<file path="src/rtl/stage_1_2_pipeline.sv">
// stage_1_2_pipeline: two-stage range-coder update; stage 1 registers symbol bounds, stage 2 applies them to range/low.
module stage_1_2_pipeline #(
  parameter int RANGE_WIDTH    = 16,
  parameter int LOW_WIDTH      = 24,
  parameter int SYMBOL_WIDTH   = 4,
  parameter int LUT_DATA_WIDTH = 16
) (
  input  logic                      general_clk,
  input  logic                      reset,
  input  logic                      reg_en,
  input  logic [RANGE_WIDTH-1:0]    FL,
  input  logic [RANGE_WIDTH-1:0]    FH,
  input  logic [SYMBOL_WIDTH-1:0]   SYMBOL,
  input  logic [SYMBOL_WIDTH:0]     NSYMS,
  input  logic [RANGE_WIDTH-1:0]    in_range,
  input  logic [LOW_WIDTH-1:0]      in_low,
  output logic [RANGE_WIDTH-1:0]    range,
  output logic [LOW_WIDTH-1:0]      low
);
  localparam int UW = 2 * RANGE_WIDTH + LUT_DATA_WIDTH + 2;
  logic                      comp_d, comp_q;
  logic [RANGE_WIDTH-1:0]    uu_d, uu_q, vv_d, vv_q;
  logic [LUT_DATA_WIDTH-1:0] lut_u_d, lut_u_q, lut_v_d, lut_v_q, span;
  logic [UW-1:0]             r8, u, v;
  always_comb begin
    span    = LUT_DATA_WIDTH'(NSYMS) - LUT_DATA_WIDTH'(SYMBOL);
    comp_d  = reg_en ? (FL < RANGE_WIDTH'(32768)) : comp_q;
    uu_d    = reg_en ? FL >> 6 : uu_q;
    vv_d    = reg_en ? FH >> 6 : vv_q;
    lut_u_d = reg_en ? span << 2 : lut_u_q;
    lut_v_d = reg_en ? (span << 2) - LUT_DATA_WIDTH'(4) : lut_v_q;
    // wide datapath keeps the full product before the halving shift
    r8      = UW'(in_range >> 8);
    u       = ((r8 * UW'(uu_q)) >> 1) + UW'(lut_u_q);
    v       = ((r8 * UW'(vv_q)) >> 1) + UW'(lut_v_q);
    range   = comp_q ? RANGE_WIDTH'(u - v) : in_range - RANGE_WIDTH'(v);
    low     = comp_q ? in_low + LOW_WIDTH'(in_range) - LOW_WIDTH'(u) : in_low;
  end
  always_ff @(posedge general_clk or posedge reset) begin
    if (reset) begin
      comp_q  <= 1'b0;
      uu_q    <= '0;
      vv_q    <= '0;
      lut_u_q <= '0;
      lut_v_q <= '0;
    end else begin
      comp_q  <= comp_d;
      uu_q    <= uu_d;
      vv_q    <= vv_d;
      lut_u_q <= lut_u_d;
      lut_v_q <= lut_v_d;
    end
  end
endmodule

</file>
<file path="config.mk">
export PLATFORM = sky130hd
export DESIGN_NAME = stage_1_2_pipeline
export DESIGN_NICKNAME = d
export VERILOG_FILES = /design/src/rtl/stage_1_2_pipeline.sv
export SDC_FILE = /design/constraint.sdc
export NUM_CORES = 1
export LEC_CHECK = 0
export CAP_MARGIN = 20
export CORE_UTILIZATION = 53
export CTS_CLUSTER_SIZE = 30
export DETAILED_ROUTE_END_ITERATION = 12
export MAX_ROUTING_LAYER = met4
export PLACE_DENSITY = 0.88
export SETUP_SLACK_MARGIN = 0.4
export SLEW_MARGIN = 30
export SYNTH_ARGS = -nofsm -noshare
export SYNTH_HDL_FRONTEND = slang
export SYNTH_SLANG_ARGS = --single-unit
export TNS_END_PERCENT = 5
</file>
<file path="constraint.sdc">
create_clock -name general_clk -period 8.4 [get_ports general_clk]
set_input_delay 0.84 -clock general_clk [delete_from_list [all_inputs] [get_ports general_clk]]
set_output_delay 0.84 -clock general_clk [all_outputs]
set_load 0.03 [all_outputs]
</file>
## After elaboration in Yosys (flattened, before gate mapping)

Index checks and enable logic that the tools add are counted.

- Add/subtract/negate cells: 8
- $mul: 2
- Order comparisons: 1
- Muxes and demuxes: 2

Operators with widths:

| operator | count |
|---|---|
| 16-bit subtractor | 2 |
| 24-bit by 16-bit adder with 24-bit output | 1 |
| 24-bit 2-to-1 mux | 1 |
| 24-bit by 18-bit subtractor with 24-bit output | 1 |
| 17-bit by 16-bit adder with 18-bit output | 1 |
| 8-bit by 10-bit multiplier with 18-bit output | 1 |
| 8-bit by 10-bit multiplier with 17-bit output | 1 |
| 16-bit adder | 1 |
| 16-bit less-than comparator, second input constant | 1 |
| 16-bit 2-to-1 mux | 1 |
| 8-bit by 4-bit subtractor with 9-bit output, second input constant | 1 |
| 5-bit by 4-bit subtractor with 6-bit output | 1 |

- Register bits: 43
- Bits of input ports: 84
- Output and inout bits: 40
- Word-level logic and storage cells: 18

## Logic depth before layout (Yosys ltp)

Gate-level depths: netlist (run 1).

- Depth after elaboration: 4
- Depth in mapped cells: 34
- Depth with buffers taken out: 33

## Worst setup path before layout (run 1)

Ideal clock, no wire load.

- Path type: input port to output port
- Start: input port in_range[15]
- End: output port low[21]
- Arrival: 8.402 ns
- Data required time: 7.560 ns
- Path slack: -0.842 ns
- Stages: 32
- Path buffers: 3
- Path through: clkbuf_1 -> clkbuf_1 -> nand2_1 -> fa_1 -> fa_1 -> inv_1 -> fa_1 -> inv_1 -> fa_1 -> inv_1 -> ha_1 -> inv_1 -> o21bai_1 -> a21oi_1 -> xnor2_1 -> ha_1 -> or4_1 -> o22ai_2 -> o21bai_1 -> a21oi_1 -> xor2_1 -> fa_1 -> ha_1 -> buf_2 -> a21o_1 -> nand3b_1 -> a21oi_1 -> o31ai_2 -> o21ai_2 -> o21ai_1 -> a21o_1 -> o311ai_1

- Longest elaborated chain between the ends: 4
- Elaborated cells between the ends (all ways): 5
- Those cells by class: add/sub: 3; mul: 1; mux: 1

RTL lines:

| what | RTL line | text |
|---|---|---|
| from (decl) | 15 | `input logic [RANGE_WIDTH-1:0] in_range,` |
| 8-bit by 10-bit multiplier with 18-bit output | 34 | `u = ((r8 * UW'(uu_q)) >> 1) + UW'(lut_u_q);` |
| 17-bit by 16-bit adder with 18-bit output | 34 |  |
| 24-bit by 18-bit subtractor with 24-bit output * | 37 | `low = comp_q ? in_low + LOW_WIDTH'(in_range) - LOW_WIDTH'(u) : in_low;` |
| 24-bit 2-to-1 mux * | 37 |  |
| to (decl) | 18 | `output logic [LOW_WIDTH-1:0] low` |

Every way passes the cells marked *; elsewhere a longest branch is shown, timed or not.

## Worst setup path in the final report (run 1)

- Start: input port in_range[10]
- End: output port low[23]

The elaborated chain is that of the path after synthesis.

==> results of run 1 <==
==> layout by cell type, fill, tap and decap left out, drive strengths merged, types with 9 or more instances in the layout <==
| cell | instances |
|---|---|
| o21ai | 52 |
| nor2b | 11 |
| nand3 | 13 |
| buf | 253 |
| o21bai | 11 |
| xnor2 | 56 |
| a21oi | 59 |
| nor2 | 48 |
| xor2 | 35 |
| a21o | 29 |
| and2 | 106 |
| dfrtp | 34 |
| nor3 | 11 |
| inv | 176 |
| mux2 | 38 |
| nand2 | 93 |
| a211oi | 9 |
| clkdlybuf4s50 | 78 |
| ha | 147 |
| fa | 115 |
==> layout make-up <==
type	count	area (um2)	share of cell area
flip-flops and latches	34	850.8	0.06062
multi-input cells	929	9229	0.6576
clock buffers	7	142.6	0.01016
diodes	2	5.005	0.0003566
inverters	176	660.6	0.04707
repair buffers	334	2849	0.2030
clock inverters	1	5.005	0.0003566
well taps	234	292.8	0.02086
==> repair_timing <==
item,CTS,global route
resized for setup,145,26
gates cloned,0,0
setup endpoints to repair,26,23
pin swaps,110,32
buffers inserted,20,1
==> layer usage <==
| metal | GRT usage | wire, um |
|---|---|---|
| met1 | 0.3744 | 12020 |
| met2 | 0.6295 | 17360 |
| met4 | 0.1949 | 1965 |
| met5 | - | 0 |
| met3 | 0.04376 | 2247 |
==> cells by family after synthesis <==
family | Yosys count | share of synthesized area
compound gates | 212 | 0.1403
xor+xnor | 92 | 0.08082
fa+ha+maj | 262 | 0.4084
buf+inv | 209 | 0.07749
flops | 34 | 0.08391
mux | 44 | 0.04849
simple gates | 319 | 0.1605
==> critical path, delay by kind of cell <==
| kind | cells | cell delay [ns] |
|---|---|---|
| buf+inv | 7 | 0.76 |
| simple gates | 3 | 0.81 |
| compound gates | 14 | 2.37 |
| fa+ha+maj | 8 | 2.81 |
| xor+xnor | 3 | 0.43 |
==> registers in the layout (all words and copies together) (netlist names) <==
signal / cells
comp_q: 1
lut_u_q: 6
lut_v_q: 7
uu_q: 10
vv_q: 10
==> stage by stage <==
stage | TNS, ns | cell area [um2] | util | std cells | setup slack (ns)
finish | -4.380 | 14030 | 0.7503 | 1717 | -0.4928
global route | -7.735 | 14030 | 0.7502 | 1716 | -0.7703
CTS | -1.656 | 13890 | 0.7427 | 1714 | -0.2770
detailed placement | -14.21 | 13130 | 0.7021 | 1686 | -1.430
global placement | -11.89 | 13130 | 0.7021 | 1686 | -1.337
floorplan | -0.07320 | 10380 | - | 1172 | -0.05978
==> worst min path at each step <==
stage | startpoint | end | slack [ns] | depth (start not counted)
2_1_floorplan | lut_u_q[6] | lut_u_q[6] | 0.47 | 1
3_3_place_gp | lut_u_q[6] | lut_u_q[6] | 0.49 | 1
3_5_place_dp | lut_u_q[6] | lut_u_q[6] | 0.50 | 1
4_1_cts | lut_u_q[6] | lut_u_q[6] | 0.52 | 1
5_1_grt | lut_u_q[6] | lut_u_q[6] | 0.53 | 1
6_report | lut_u_q[6] | lut_u_q[6] | 0.52 | 1
==> results by group, run 1 <==
Synthesis
  • Synth Net Count: ~1500
  • Post-synth EDFFs: 0
  • Largest area contributor in the netlist: fa_1
  • Seq/Total Area, Yosys: 0.08391
  • Top cell type's share of synthesized area: 0.2270
  • Post-synth top flop: dfrtp_1
  • Cell Area, Synth: 10140 um2
  • Mapped Cells: between 1000 and 1500
  • Top cells by area, synth: fa_1, ha_1, dfrtp_1, and2_1, inv_1
  • Post-synth ARST share: 1.000
  • Yosys warns: 0
  • Post-synthesis cell type count: between 60 and 70
  • Most frequent cell after synthesis: inv_1
  • Synth Area per Inst: ~8.7 um2
  • Seq cells post-synth: 34
  • Synth cell count leaders: inv_1, ha_1, fa_1, and2_1, nand2_1

Placed design
  • HPWL after detailed placement: 24.34 mm
  • GP Congestion: roughly 0.92
  • # port buffers: 111

Clocking
  • Clk root buf: clkbuf_16
  • CTS Sinks: 34
  • Worst skew pair latency: just under 0.3 ns
  • CTS tree: built
  • Max Root-Sink Buffers: 2
  • H-tree Lvls: 2
  • Hold buffers post-CTS: 0
  • Cts bufs inserted: 5
  • Clock Pin Slew Worst Setup and Hold Paths: about 0.050 ns

Worst setup path
  • CP startpoint kind: input pin
  • Critical Path End: low[23]
  • Nature of the critical path endpoint: output pin
  • Critical path data required time: roughly 7.6 ns
  • Reg2Reg Setup Slack: between 6 and 7 ns
  • Setup Crit Path Kind: input pin to output pin
  • Worst R2R Start: comp_q
  • Worst-path maximum fanout: 5
  • Worst Path Arrival: 8.05 ns
  • Slowest library cell on the worst path: fa_1
  • CP max stage delay: a little over 0.5 ns
  • Reg-to-reg endpoint: comp_q
  • Crit. Startpoint: in_range[10]
  • R2R cell count: 3

Timing
  • Tcrit/Tclk final: 1.059
  • Endpoints failing setup: 13
  • Fin crit period: 8.893 ns
  • Setup WS post-layout: -0.4928 ns
  • Hold slack: about 0.52 ns
  • Final Hold Vio Count: 0
  • Skew final: 0 ns
  • Worst slew pin tran: just over 0.9 ns
  • Fmax: ~0.11 GHz
  • Setup repair after global routing missed its margin: yes
  • Rel. slew slack: 0.3845
  • Max-slew violations: 0

Floorplanning
  • Die width: 140.3 um
  • FP Rows: 50
  • Core area: ~19000 um2
  • Initial Utilization: 0.5421
  • Die Y: 140.3 um
  • Total die area: approximately 20000 um2
  • I/O Pins: approximately 120

Layout
  • Layout cells sized above 1: 0.2964
  • Filler cells: 1136
  • Synthesis-to-finish area growth: 38.41%
  • Nets: 1826

Hold path
  • Hold Crit Class: flop to flop

GRT
  • First-pass GRT wire length: approximately 53 mm
  • Remaining global-route overflow: 0
  • Tot GR Track Use: 0.3507
  • Largest net degree at the start of global routing: 41
  • Initial antenna violation count: 1
  • Vias in the first global route: 10920

Route
  • DR vias/cell: roughly 5.9
  • Via count: 10090
  • Drt first pass iters: 5
  • Drt initial violations: about 630
  • Routed Antenna Nets: 0
  • Routed len/inst: around 20 um
  • DRC viols: 0
  • WL final: ~34 mm

Status
  • Status: complete, but fails checks
  • Failing checks: negative setup slack

Run
  • Max Cap Viol: 0
Power of run 1 is left out: the tool's default activity adds up to more than one toggle a clock period on the data nets, which glitch-free logic cannot reach.
==> run 2, diff against run 1 <==
- SKIP_LAST_GASP: unset -> 1
==> run 2 against run 1 <==
The run still ends with negative setup slack left. First-iteration DRC count shrank 18%. Cell count rose by 0.17%. Clock skew is the same. Non-clock buffer count grew 2. Fmax down 0.15%. Via count is 0.70% lower. Register-to-register slack about the same. Critical path type unchanged. Critical endpoint unchanged. Largest cell class unchanged.
==> results by group, run 2 (synthesized netlist as in run 1, its figures left out) <==
Status
  • Status: complete, but fails checks (unchanged)
  • Failing checks: negative setup slack (unchanged)

Floorplanning
  • FP Rows: 50 (unchanged)
  • Total die area: 19690 um2 (unchanged)
  • Core area: 18710 um2 (unchanged)
  • Initial Utilization: 0.5421 (unchanged)
  • Die width: 140.3 um (unchanged)
  • Die Y: 140.3 um (unchanged)
  • I/O Pins: 124 (unchanged)

Placed design
  • GP Congestion: 0.9210 (unchanged)
  • HPWL after detailed placement: 24.34 mm (unchanged)
  • Placed insts: 1686 (unchanged)
  • DP Worst Slack: -1.430 ns (unchanged)
  • DP Area: 13130 um2 (unchanged)
  • # port buffers: 111 (unchanged)

Layout
  • Filler cells: 1167 (was 1136)
  • Top Registers: uu_q x10, vv_q x10, lut_v_q x7 (unchanged)
  • Non-filler cells in the finished layout: 1720 (was 1717)
  • Layout cells sized above 1: 0.2792 (was 0.2964)
  • Most frequent cells in the layout: buf_4, inv_1, ha_1 (unchanged)
  • Nets: 1828 (was 1826)
  • Commonest non-fill, non-tap cell in the layout: buf_4 (unchanged)
  • Design Area, Final: 13890 um2 (was 14030 um2)
  • Synthesis-to-finish area growth: 36.99% (was 38.41%)

Clocking
  • Clk root buf: clkbuf_16 (unchanged)
  • Worst skew pair latency: 0.28 ns (was 0.29 ns)
  • Cts bufs inserted: 5 (unchanged)
  • H-tree Lvls: 2 (unchanged)
  • CTS tree: built (unchanged)
  • CTS Sinks: 34 (unchanged)
  • Clock Pin Slew Worst Setup and Hold Paths: 0.05 ns (about the same)
  • Max Root-Sink Buffers: 2 (unchanged)

Timing
  • Fin crit period: 8.907 ns (was 8.893 ns)
  • Final Hold Vio Count: 0 (unchanged)
  • Skew final: 0 ns (unchanged)
  • Fmax: 0.1123 GHz (was 0.1125 GHz)
  • Worst slew pin tran: 0.8965 ns (was 0.9233 ns)
  • Max-slew violations: 0 (unchanged)
  • Rel. slew slack: 0.4023 (was 0.3845)
  • Endpoints failing setup: 14 (was 13)
  • Tcrit/Tclk final: 1.060 (was 1.059)
  • Setup WS post-layout: -0.5065 ns (was -0.4928 ns)
  • Setup repair after global routing missed its margin: yes (unchanged)

Worst setup path
  • Worst Path Arrival: 8.07 ns (was 8.05 ns)
  • Worst-path maximum fanout: 5 (unchanged)
  • Setup Crit Path Kind: input pin to output pin (unchanged)
  • Nature of the critical path endpoint: output pin (unchanged)
  • CP startpoint kind: input pin (unchanged)
  • CP max stage delay: 0.51 ns (about the same)
  • Critical path data required time: 7.56 ns (about the same)
  • Slowest library cell on the worst path: fa_1 (unchanged)

Hold path
  • Hold Crit Class: flop to flop (unchanged)

Route
  • Routed Antenna Nets: 0 (unchanged)
  • DRC viols: 0 (unchanged)
  • Drt initial violations: 516 (was 633)
  • Routed len/inst: 18.87 um (was 19.56 um)
  • Via count: 10020 (was 10090)
  • WL final: 32.46 mm (was 33.59 mm)
  • DR vias/cell: 5.823 (was 5.874)
  • Drt first pass iters: 5 (unchanged)

GRT
  • Tot GR Track Use: 0.3477 (was 0.3507)
  • Remaining global-route overflow: 0 (unchanged)
  • Vias in the first global route: 10860 (was 10920)
  • Largest net degree at the start of global routing: 41 (unchanged)
  • First-pass GRT wire length: 52.50 mm (was 52.67 mm)
  • Initial antenna violation count: 2 (was 1)

Run
  • Max Cap Viol: 0 (unchanged)
run 2: cell count changes in the layout (fill, tap and decap cells not counted), sizes merged:
cell           delta
dlymetal6s2s      -1
diode             +1
buf               +2
clkdlybuf4s50     +1
run 2: per-stage QoR:
step,hold WS (ns),utilization,TNS (ns)
global route,0.5349,0.7425,-8.590
CTS,0.5189,0.7364,-2.000
floorplan,0.4706,-,-0.07320
global placement,0.4918,0.7021,-11.89
detailed placement,0.5043,0.7021,-14.21
finish,0.5155,0.7426,-4.347
run 2: final timing paths:
check | start | end | slack, ns | cells after the start
setup reg to reg | comp_q | comp_q | 6.92 | 3
hold reg to reg | lut_u_q[6] | lut_u_q[6] | 0.52 | 1
min in group asynchronous | reset | lut_v_q[6] | 0.97 | 3
hold / removal | lut_u_q[6] | lut_u_q[6] | 0.52 | 1
setup / recovery | in_range[10] | low[23] | -0.51 | 36
max in group asynchronous | reset | vv_q[6] | 7.07 | 3
run 2: worst max-delay path, delay by kind of cell:
kind / cells / cell delay (ns)
AOI/OAI and AO/OA: 14 / 2.27
buffers and inverters: 8 / 0.90
and+or+nand+nor: 3 / 0.83
xor gates and xnor gates: 3 / 0.40
adders and majority gates: 8 / 2.82
run 2: layout make-up:
type                    count  area (um2)  share of cell area
clock buffers               7       142.6             0.01027
flip-flops and latches     34       850.8             0.06125
well taps                 234       292.8             0.02108
diodes                      3       7.507           0.0005404
inverters                 176       660.6             0.04756
multi-input cells         929        9087              0.6542
repair buffers            336        2844              0.2047
clock inverters             1       5.005           0.0003603
run 2: timing repair:
action / CTS / global route
setup buffers: 20 / 3
gates resized for setup: 120 / 17
pin swaps: 94 / 32
endpoints found under the setup margin: 26 / 23
hold buffers: 0 / 0
run 2: layer usage:
layer  vias to the layer above  share of wire  global-route usage
met5                         -              0                   -
met2                       480           0.51              0.6137
met1                      4891           0.37              0.3772
li1                       4478              -                   -
met4                         0          0.058              0.1966
met3                       166          0.064             0.04547
Power of run 2 is left out for the same reason.
==> edit: new RTL, flow settings as in run 1 <==
Set the parameter `LUT_DATA_WIDTH` to 20 (it was 16).
--- a/src/rtl/stage_1_2_pipeline.sv
+++ b/src/rtl/stage_1_2_pipeline.sv
@@ -5,3 +5,3 @@
   parameter int SYMBOL_WIDTH   = 4,
-  parameter int LUT_DATA_WIDTH = 16
+  parameter int LUT_DATA_WIDTH = 20
 ) (
Behaviour: not the same (Yosys sat finds a counterexample within 4 cycles, from zero or initial values and one cycle with reset high).
==> edit against run 1 <==
The run still ends with negative setup slack left. Sequential cell count unchanged. Wire length increased by 8.6%. Setup slack got worse by 0.89 ns. Area after synthesis up 1.5%. Non-clock buffer count decreased by 27. Final area decreased by 1.9%.
Power is not shown: default switching activity piles up to over one toggle a cycle in this logic, so the estimate is an artifact.
==> edit: results (changes against run 1) <==
.. list-table::
   :header-rows: 1

   * - Metric
     - Value
   * - Outcome
     - finished, violations left
   * - Violations in the final reports
     - negative setup slack
   * - Fraction of synthesized area in multiplexers
     - 4.887% (+0.037 points)
   * - Worst endpoint data arrival time
     - 8.95 ns (+0.90 ns)
   * - Sum of negative setup slack
     - -14.05 ns (-9.669 ns)
   * - Final Routed Wirelength
     - 36470 um (+8.6%)
   * - Met3 Routed Length
     - 3744 um (+67%)
   * - Ranking of synthesized cells by area
     - fa_1, ha_1, dfrtp_1
   * - Fraction of the mapped netlist area in adder cells
     - 41.09% (+0.25 points)
   * - Slew Limit Headroom
     - 35.39% (-3.1 points)
   * - Post-detailed-route via-to-cell ratio
     - 6.073 (+3.4%)
   * - Slowest stage delay, CP
     - 0.61 ns (+0.10 ns)
   * - M2 GR Usage
     - 59.22% (-3.7 points)
   * - Top cells by instance count after synthesis
     - inv_1, ha_1, fa_1
   * - First-pass GRT wire length
     - 54280 um (+3.1%)
   * - Number of endpoints failing setup at the final stage
     - 17 (+4)
   * - Critical Path Fanout Max
     - 7 (+2)
   * - Number of nets at the end of the flow
     - 1835 (+0.49%)
   * - Post-synth net total
     - 1552 (+2.2%)
   * - Share of layout cells above drive strength 1
     - 25.05% (-4.6 points)
   * - Share of the synthesized area in compound gates (AO/OA/AOI/OAI)
     - 13.49% (-0.54 points)
   * - CP Capture Point
     - low[22]
   * - Distinct cell type count after synthesis
     - 66 (+3.1%)
   * - Placed cell areas
     - 13160 um^2 (+0.17%)
   * - Router iterations before antenna repair
     - 8 (+3)
   * - DRT iter0 DRCs
     - 901 (+42%)
   * - Antenna violations before repair
     - 2 (+1)
   * - Amount of wire on met2 after detailed routing
     - 16590 um (-4.4%)
   * - Post-synthesis cell count
     - 1199 (+2.3%)
   * - Met1 layer usage reported by global route
     - 37.89% (+0.44 points)
   * - Grt met3 use
     - 7.357% (+3.0 points)
   * - Setup slack of the critical path after layout
     - -1.387 ns (-0.8939 ns)
## edit: cell type report
cell class	count	area (um^2)	area share (%)
repair buffers	307	2660	19.32
diodes	2	5.005	0.03635
clock buffers	6	138.9	1.009
inverters	174	653.1	4.744
multi-input cells	960	9134	66.35
flip-flops and latches	34	850.8	6.180
well taps	260	325.3	2.363
## edit: timing repair
item                                    4_1_cts  5_1_grt
resized for setup                            85       38
cloned                                        1        0
endpoints found under the setup margin       25       25
buffers inserted                              9        4
pin swaps                                    50       22
## edit: worst min path at each step
stage                     slack, ns  cells past startpoint          to       start
after detailed placement       0.52                      1  lut_v_q[2]  lut_v_q[2]
after global placement         0.50                      1  lut_v_q[2]  lut_v_q[2]
final                          0.53                      1  lut_v_q[2]  lut_v_q[2]
after CTS                      0.53                      1  lut_v_q[2]  lut_v_q[2]
after global routing           0.55                      1  lut_v_q[6]  lut_v_q[6]
after floorplan                0.48                      1  lut_v_q[7]  lut_v_q[7]
